File: config.mk
export PLATFORM = sky130hd
export DESIGN_NAME = speed_sequencer_flat
export DESIGN_NICKNAME = d
export VERILOG_FILES = /design/src/rtl/speed_sequencer_if.sv /design/src/rtl/speed_sequencer.sv /design/src/flat_wrapper.sv
export SDC_FILE = /design/constraint.sdc
export NUM_CORES = 1
export LEC_CHECK = 0
export CAP_MARGIN = 0
export CELL_PAD_IN_SITES_DETAIL_PLACEMENT = 1
export CELL_PAD_IN_SITES_GLOBAL_PLACEMENT = 1
export CORE_MARGIN = 2
export CORE_UTILIZATION = 45
export CTS_BUF_LIST = sky130_fd_sc_hd__clkbuf_8 sky130_fd_sc_hd__clkbuf_16
export CTS_CLUSTER_DIAMETER = 120
export CTS_CLUSTER_SIZE = 16
export DETAILED_ROUTE_END_ITERATION = 8
export DONT_BUFFER_PORTS = 1
export GPL_ROUTABILITY_DRIVEN = 0
export PLACE_DENSITY_LB_ADDON = 0.2
export SYNTH_ARGS = -nofsm -noshare
export SYNTH_HDL_FRONTEND = slang
export SYNTH_SLANG_ARGS = --single-unit
export TNS_END_PERCENT = 1
File: constraint.sdc
create_clock -name ClockIn -period 2.2 [get_ports ClockIn]
set_input_delay 0.44 -clock ClockIn [delete_from_list [all_inputs] [get_ports ClockIn]]
set_output_delay 0.44 -clock ClockIn [all_outputs]
set_load 0.01 [all_outputs]
File: src/rtl/speed_sequencer_if.sv
// rtl/speed_sequencer_if.sv - program-write, control and divider signals of speed_sequencer
//
// Signals (direction as seen by the sequencer, slave modport):
//   WrEn, WrAddr[AW], WrSpeed[2], WrDur[DUR_W]  in   program-table write
//   Start, Pause, Abort                          in   user control levels
//   Tick                                         in   divider Enable pulse
//   Speed[2]                                     out  divider speed select
//   DivReset                                     out  divider phase restart request
//   Busy, Done                                   out  sequencing status
//   Step[AW]                                     out  current program entry
// The master modport is the driver side (controller logic or testbench).
interface speed_sequencer_if #(
    parameter int DEPTH = 4,
    parameter int DUR_W = 4
);
    localparam int AW = $clog2(DEPTH);

    logic             WrEn;
    logic [AW-1:0]    WrAddr;
    logic [1:0]       WrSpeed;
    logic [DUR_W-1:0] WrDur;
    logic             Start;
    logic             Pause;
    logic             Abort;
    logic             Tick;
    logic [1:0]       Speed;
    logic             DivReset;
    logic             Busy;
    logic             Done;
    logic [AW-1:0]    Step;

    modport master (
        output WrEn, WrAddr, WrSpeed, WrDur, Start, Pause, Abort, Tick,
        input  Speed, DivReset, Busy, Done, Step
    );

    modport slave (
        input  WrEn, WrAddr, WrSpeed, WrDur, Start, Pause, Abort, Tick,
        output Speed, DivReset, Busy, Done, Step
    );
endinterface

File: src/rtl/speed_sequencer.sv
// rtl/speed_sequencer.sv - segment program sequencer driving the rate divider speed select
//
// Steps through DEPTH {speed, duration} entries. Each entry is loaded in a
// one-cycle LOAD state that restarts the divider phase (DivReset), then RUN
// counts divider Ticks until the duration is used up. Pause freezes counting;
// release restarts the divider phase without reloading the entry.
// Ports:
//   ClockIn  in   system clock, rising edge
//   Reset    in   synchronous active-high reset, also clears the program table
//   bus      slave modport of speed_sequencer_if:
//            WrEn/WrAddr/WrSpeed/WrDur table write, Start/Pause/Abort control,
//            Tick from divider; Speed, DivReset, Busy, Done, Step outputs
// Build option: SPEED_SEQ_LOOP_EN - when defined the program repeats from
// entry 0 instead of stopping in DONE.
module speed_sequencer #(
    parameter int DEPTH = 4,
    parameter int DUR_W = 4
) (
    input  logic             ClockIn,
    input  logic             Reset,
    speed_sequencer_if.slave bus
);
    localparam int AW = $clog2(DEPTH);

    // S_RESUME is the divider restart after a pause: DivReset like LOAD, but no reload.
    typedef enum logic [2:0] {
        S_IDLE,
        S_LOAD,
        S_RUN,
        S_PAUSED,
        S_RESUME,
        S_DONE
    } state_t;

    state_t           state_q, state_d;
    logic [AW-1:0]    step_q, step_d;
    logic [1:0]       speed_q, speed_d;
    logic [DUR_W-1:0] remain_q, remain_d;
    logic [1:0]       spd_tab_q [DEPTH];
    logic [1:0]       spd_tab_d [DEPTH];
    logic [DUR_W-1:0] dur_tab_q [DEPTH];
    logic [DUR_W-1:0] dur_tab_d [DEPTH];
    logic             seg_done;
    logic             last_step;

    assign last_step = (step_q == AW'(DEPTH - 1));

    always_comb begin
        state_d   = state_q;
        step_d    = step_q;
        speed_d   = speed_q;
        remain_d  = remain_q;
        spd_tab_d = spd_tab_q;
        dur_tab_d = dur_tab_q;
        seg_done  = 1'b0;

        // Table writes land in every state; the running segment already holds
        // its own copy in remain_q/speed_q, so it is unaffected.
        if (bus.WrEn) begin
            spd_tab_d[bus.WrAddr] = bus.WrSpeed;
            dur_tab_d[bus.WrAddr] = bus.WrDur;
        end

        if (bus.Abort) begin
            state_d = S_IDLE;
            step_d  = '0;
        end else begin
            case (state_q)
                S_IDLE, S_DONE: begin
                    if (bus.Start) begin
                        state_d = S_LOAD;
                        step_d  = '0;
                    end
                end
                S_LOAD: begin
                    speed_d  = spd_tab_q[step_q];
                    remain_d = dur_tab_q[step_q];
                    if (dur_tab_q[step_q] != '0) begin
                        state_d = S_RUN;
                    end else begin
                        seg_done = 1'b1;
                    end
                end
                S_RUN: begin
                    // Pause wins over a coincident Tick, which is dropped.
                    if (bus.Pause) begin
                        state_d = S_PAUSED;
                    end else if (bus.Tick) begin
                        if (remain_q > DUR_W'(1)) begin
                            remain_d = remain_q - DUR_W'(1);
                        end else begin
                            seg_done = 1'b1;
                        end
                    end
                end
                S_PAUSED: begin
                    if (!bus.Pause) begin
                        state_d = S_RESUME;
                    end
                end
                S_RESUME: begin
                    state_d = S_RUN;
                end
                default: begin
                    state_d = S_IDLE;
                end
            endcase

            if (seg_done) begin
                if (last_step) begin
`ifdef SPEED_SEQ_LOOP_EN
                    state_d = S_LOAD;
                    step_d  = '0;
`else
                    state_d = S_DONE;
`endif
                end else begin
                    state_d = S_LOAD;
                    step_d  = step_q + AW'(1);
                end
            end
        end
    end

    always_ff @(posedge ClockIn) begin
        if (Reset) begin
            state_q  <= S_IDLE;
            step_q   <= '0;
            speed_q  <= '0;
            remain_q <= '0;
            for (int i = 0; i < DEPTH; i++) begin
                spd_tab_q[i] <= '0;
                dur_tab_q[i] <= '0;
            end
        end else begin
            state_q   <= state_d;
            step_q    <= step_d;
            speed_q   <= speed_d;
            remain_q  <= remain_d;
            spd_tab_q <= spd_tab_d;
            dur_tab_q <= dur_tab_d;
        end
    end

    assign bus.Speed    = speed_q;
    assign bus.Step     = step_q;
    assign bus.DivReset = (state_q == S_LOAD) || (state_q == S_RESUME);
    assign bus.Busy     = (state_q == S_LOAD) || (state_q == S_RUN) ||
                          (state_q == S_PAUSED) || (state_q == S_RESUME);
    assign bus.Done     = (state_q == S_DONE);
endmodule

File: src/flat_wrapper.sv
// flat-port wrapper written by rule: the top's interface ports become plain ports
module speed_sequencer_flat 
#(
    parameter int DEPTH = 4,
    parameter int DUR_W = 4
)
  (ClockIn, Reset, bus_WrEn, bus_WrAddr, bus_WrSpeed, bus_WrDur, bus_Start, bus_Pause, bus_Abort, bus_Tick, bus_Speed, bus_DivReset, bus_Busy, bus_Done, bus_Step);
  speed_sequencer_if #(.DEPTH(DEPTH), .DUR_W(DUR_W)) bus_i ();
  input  logic ClockIn;
  input  logic Reset;
  input wire logic [$bits(bus_i.WrEn)-1:0] bus_WrEn;
  input wire logic [$bits(bus_i.WrAddr)-1:0] bus_WrAddr;
  input wire logic [$bits(bus_i.WrSpeed)-1:0] bus_WrSpeed;
  input wire logic [$bits(bus_i.WrDur)-1:0] bus_WrDur;
  input wire logic [$bits(bus_i.Start)-1:0] bus_Start;
  input wire logic [$bits(bus_i.Pause)-1:0] bus_Pause;
  input wire logic [$bits(bus_i.Abort)-1:0] bus_Abort;
  input wire logic [$bits(bus_i.Tick)-1:0] bus_Tick;
  output wire logic [$bits(bus_i.Speed)-1:0] bus_Speed;
  output wire logic [$bits(bus_i.DivReset)-1:0] bus_DivReset;
  output wire logic [$bits(bus_i.Busy)-1:0] bus_Busy;
  output wire logic [$bits(bus_i.Done)-1:0] bus_Done;
  output wire logic [$bits(bus_i.Step)-1:0] bus_Step;
  assign bus_i.WrEn = bus_WrEn;
  assign bus_i.WrAddr = bus_WrAddr;
  assign bus_i.WrSpeed = bus_WrSpeed;
  assign bus_i.WrDur = bus_WrDur;
  assign bus_i.Start = bus_Start;
  assign bus_i.Pause = bus_Pause;
  assign bus_i.Abort = bus_Abort;
  assign bus_i.Tick = bus_Tick;
  assign bus_Speed = bus_i.Speed;
  assign bus_DivReset = bus_i.DivReset;
  assign bus_Busy = bus_i.Busy;
  assign bus_Done = bus_i.Done;
  assign bus_Step = bus_i.Step;
  speed_sequencer #(.DEPTH(DEPTH), .DUR_W(DUR_W)) u_core (.ClockIn(ClockIn), .Reset(Reset), .bus(bus_i));
endmodule
==> out/metrics.cfg <==
[worst_setup_path]
reg2reg_from = u_core.bus.Step[1]$_SDFF_PP0_
path_delay_family = multiplexers
cp_data_required_time_ns = 2.39
cp-end-kind = flip-flop
cp_data_arrival_time_ns = 2.21
cp_max_fo = 4
r2r-end = u_core.bus.Step[0]$_SDFF_PP0_
ff2ff_path_depth = 4
path_cells = mux4_2 > nor4_2 > a21oi_1 > a211o_1
path_buf_inv = 0
max_stage_delay_ns = 0.58
worstSetupPathType = flip-flop to flip-flop
cp_slowest_cell = mux4_2
ff2ff_setup_slack_ns = 0.18
start_kind = flip-flop

[clock_tree]
cts_setup_buffers = 0
cts_tree = yes
cts-hold-fix-buffers = 0
h-tree-depth = 2
clkLatencyLatePin_ns = 0.30
numCtsBuffers = 5
root_buffer = clkbuf_8
path_clk_slew_ns = 0.07
ctsLongestPathBuffers = 2
clock-sinks = 35
post_cts_resized = 0

[finish]
nNetsFinal = 206
drive_gt1_share_pct = 12.7
area_delta_synth_final_pct = 8.82
n_antenna_cell = 0
final_common_cell = dfxtp_1
final_cell_mix = dfxtp_1, nor2_1, mux2i_1
final_cells = 239

[logic_synthesis]
ys_ff_latch = 35
synth-edff-count = 0
synth.distinct_cells = 48
synthesis.nets = 205
syn_avg_cell_area_um2 = 9.79
synth_top_area_share_pct = 38.3
synth_area_mm2 = 0.00183
synth_ff_type = dfxtp_1
synth_async_sr_flop_share_pct = 0
synth_area_leaders = dfxtp_1, mux2i_1, nor2_1, mux4_1, mux4_2
synthCells = 187
synth_top_cell_by_area = dfxtp_1
yosysWarnings = 0
synth-seq-area-share_pct = 38.3

[pwr]
pwr-share-comb_pct = 7.6
ir_worst_vdd_mv = 0.435
clock_power_share_pct = 44.3
p_seq_share_pct = 48.1
leakagePower_nw = 0.846
power_mw = 1.39
power.switching_uw = 318
power_density_mw_per_mm2 = 696
switching_share_pct = 22.9
internal_power_mw = 1.07

[floorplan]
die-area_mm2 = 0.00459
core_area_mm2 = 0.00397
io_pins = 22
row_count = 23
die_x_um = 67.8
initial_utilization_pct = 46.1
die_h_um = 67.8

[detailed_routing]
dr.pass1.iters = 4
drt_iter0_drc = 102
routed_wirelength_mm = 4.37
wl_met1_mm = 1.98
wl_met2_mm = 2.16
routed.top_layer = met4
drc = 0
final_antenna_net_count = 0
vias = 1424
met3_length_um = 166
vias_per_cell = 5.96
wl_per_cell_um = 18.3

[worst_hold_path]
holdPathEnd = u_core.remain_q[1]$_SDFFE_PP0P_
min_from = Reset
whs_path_depth = 1
hold_class = primary input to flip-flop

[sta]
final.setup_skew_ns = 0.00513
setup_tns_ns = 0
hold_ws_ns = 0.206
hold_viol = 0
fin_ws_ns = 0.181
report.final.slew_viol_count = 0
setup_violations = 0
rsz0062_at_grt = no
max_freq_mhz = 495
worstMarginPinSlew_ns = 0.685
slew_headroom_pct = 54.1
period_share_pct = 91.8
period_minus_slack_ns = 2.02

[outcome]
status = finished clean

[placement]
dp.cells = 231
post-place-ws_ns = 0.224
dp_hpwl_mm = 3.26
portBuffers = 0

[global_route]
grt_use_total_pct = 21.0
grt_max_degree = 33
overflow = 0
grt_pass1_wl_mm = 7.00
grt_pass1_vias = 1427
antenna_found_initial = 0

[job]
max_cap_viol_count = 0

==> area by class of cell <==
cell class | instances | area (µm²)
inverter | 9 | 33.8
fill | 450 | 1980
clock inverter | 2 | 35.0
multi-input combinational | 132 | 1040
sequential | 35 | 701
clock buffer | 6 | 82.6
timing repair buffer | 5 | 37.5
tap | 50 | 62.6
==> kinds of logic (layout without fill, tap and decap cells) <==
logic type                 count (synthesis)  in the layout  synth area share, %
buffers and inverters                     20             22                 4.92
muxes                                     33             33                 22.8
adders and majority gates                  3              3                 2.05
and+or+nand+nor                           63             63                 18.1
DFF                                       35             35                 38.3
xor gates and xnor gates                   2              2                0.957
AOI/OAI and AO/OA                         31             31                 12.9
==> cell usage after synthesis (all sizes together) (2+ instances only) <==
master	n
a211o	2
a211oi	4
a21oi	5
a221oi	2
buf	4
clkbuf	7
dfxtp	35
ha	3
inv	9
mux2i	26
mux4	6
nand2	7
nand3	3
nand3b	3
nor2	34
nor3b	3
o211ai	2
o21ai	4
o32ai	3
or3	2
xnor2	2
==> stage by stage <==
stage	instance area, µm²	utilization (%)
2_1_floorplan	1830	-
3_3_place_gp	1870	47.2
3_5_place_dp	1870	47.2
4_1_cts	1990	50.2
5_1_grt	1990	50.2
6_report	1990	50.2
==> worst max path at each step <==
stage               cells after the start                          start  slack [ns]                       endpoint
finish                                  4  u_core.bus.Step[1]$_SDFF_PP0_        0.18  u_core.bus.Step[0]$_SDFF_PP0_
global route                            4  u_core.bus.Step[1]$_SDFF_PP0_        0.09  u_core.bus.Step[0]$_SDFF_PP0_
CTS                                     4  u_core.bus.Step[1]$_SDFF_PP0_        0.17  u_core.bus.Step[0]$_SDFF_PP0_
detailed placement                      4  u_core.bus.Step[1]$_SDFF_PP0_        0.22  u_core.bus.Step[0]$_SDFF_PP0_
global placement                        4  u_core.bus.Step[1]$_SDFF_PP0_        0.31  u_core.bus.Step[0]$_SDFF_PP0_
floorplan                               5  u_core.bus.Step[1]$_SDFF_PP0_        0.25  u_core.bus.Step[1]$_SDFF_PP0_
==> power by group through the flow <==
stage          logic [mW]  registers [mW]  clock network [mW]
2_1_floorplan      0.0990           0.673                   0
3_3_place_gp        0.101           0.680                   0
3_5_place_dp        0.106           0.681                   0
4_1_cts             0.107           0.666               0.620
5_1_grt             0.117           0.668               0.648
6_report            0.105           0.667               0.614
==> state kept, by name (all words and copies together) (netlist names) <==
register / cells
u_core.bus.Speed: 2
u_core.bus.Step: 2
u_core.dur_tab_q: 16
u_core.remain_q: 4
u_core.spd_tab_q: 8
u_core.state_q: 3
==> routing by layer <==
layer / up-vias / global-route usage, %
met5: - / 0
met2: 22 / 35.0
met1: 711 / 26.4
met3: 7 / 5.00
li1: 684 / -
met4: 0 / 7.50
(Power assumes the default switching activity.)
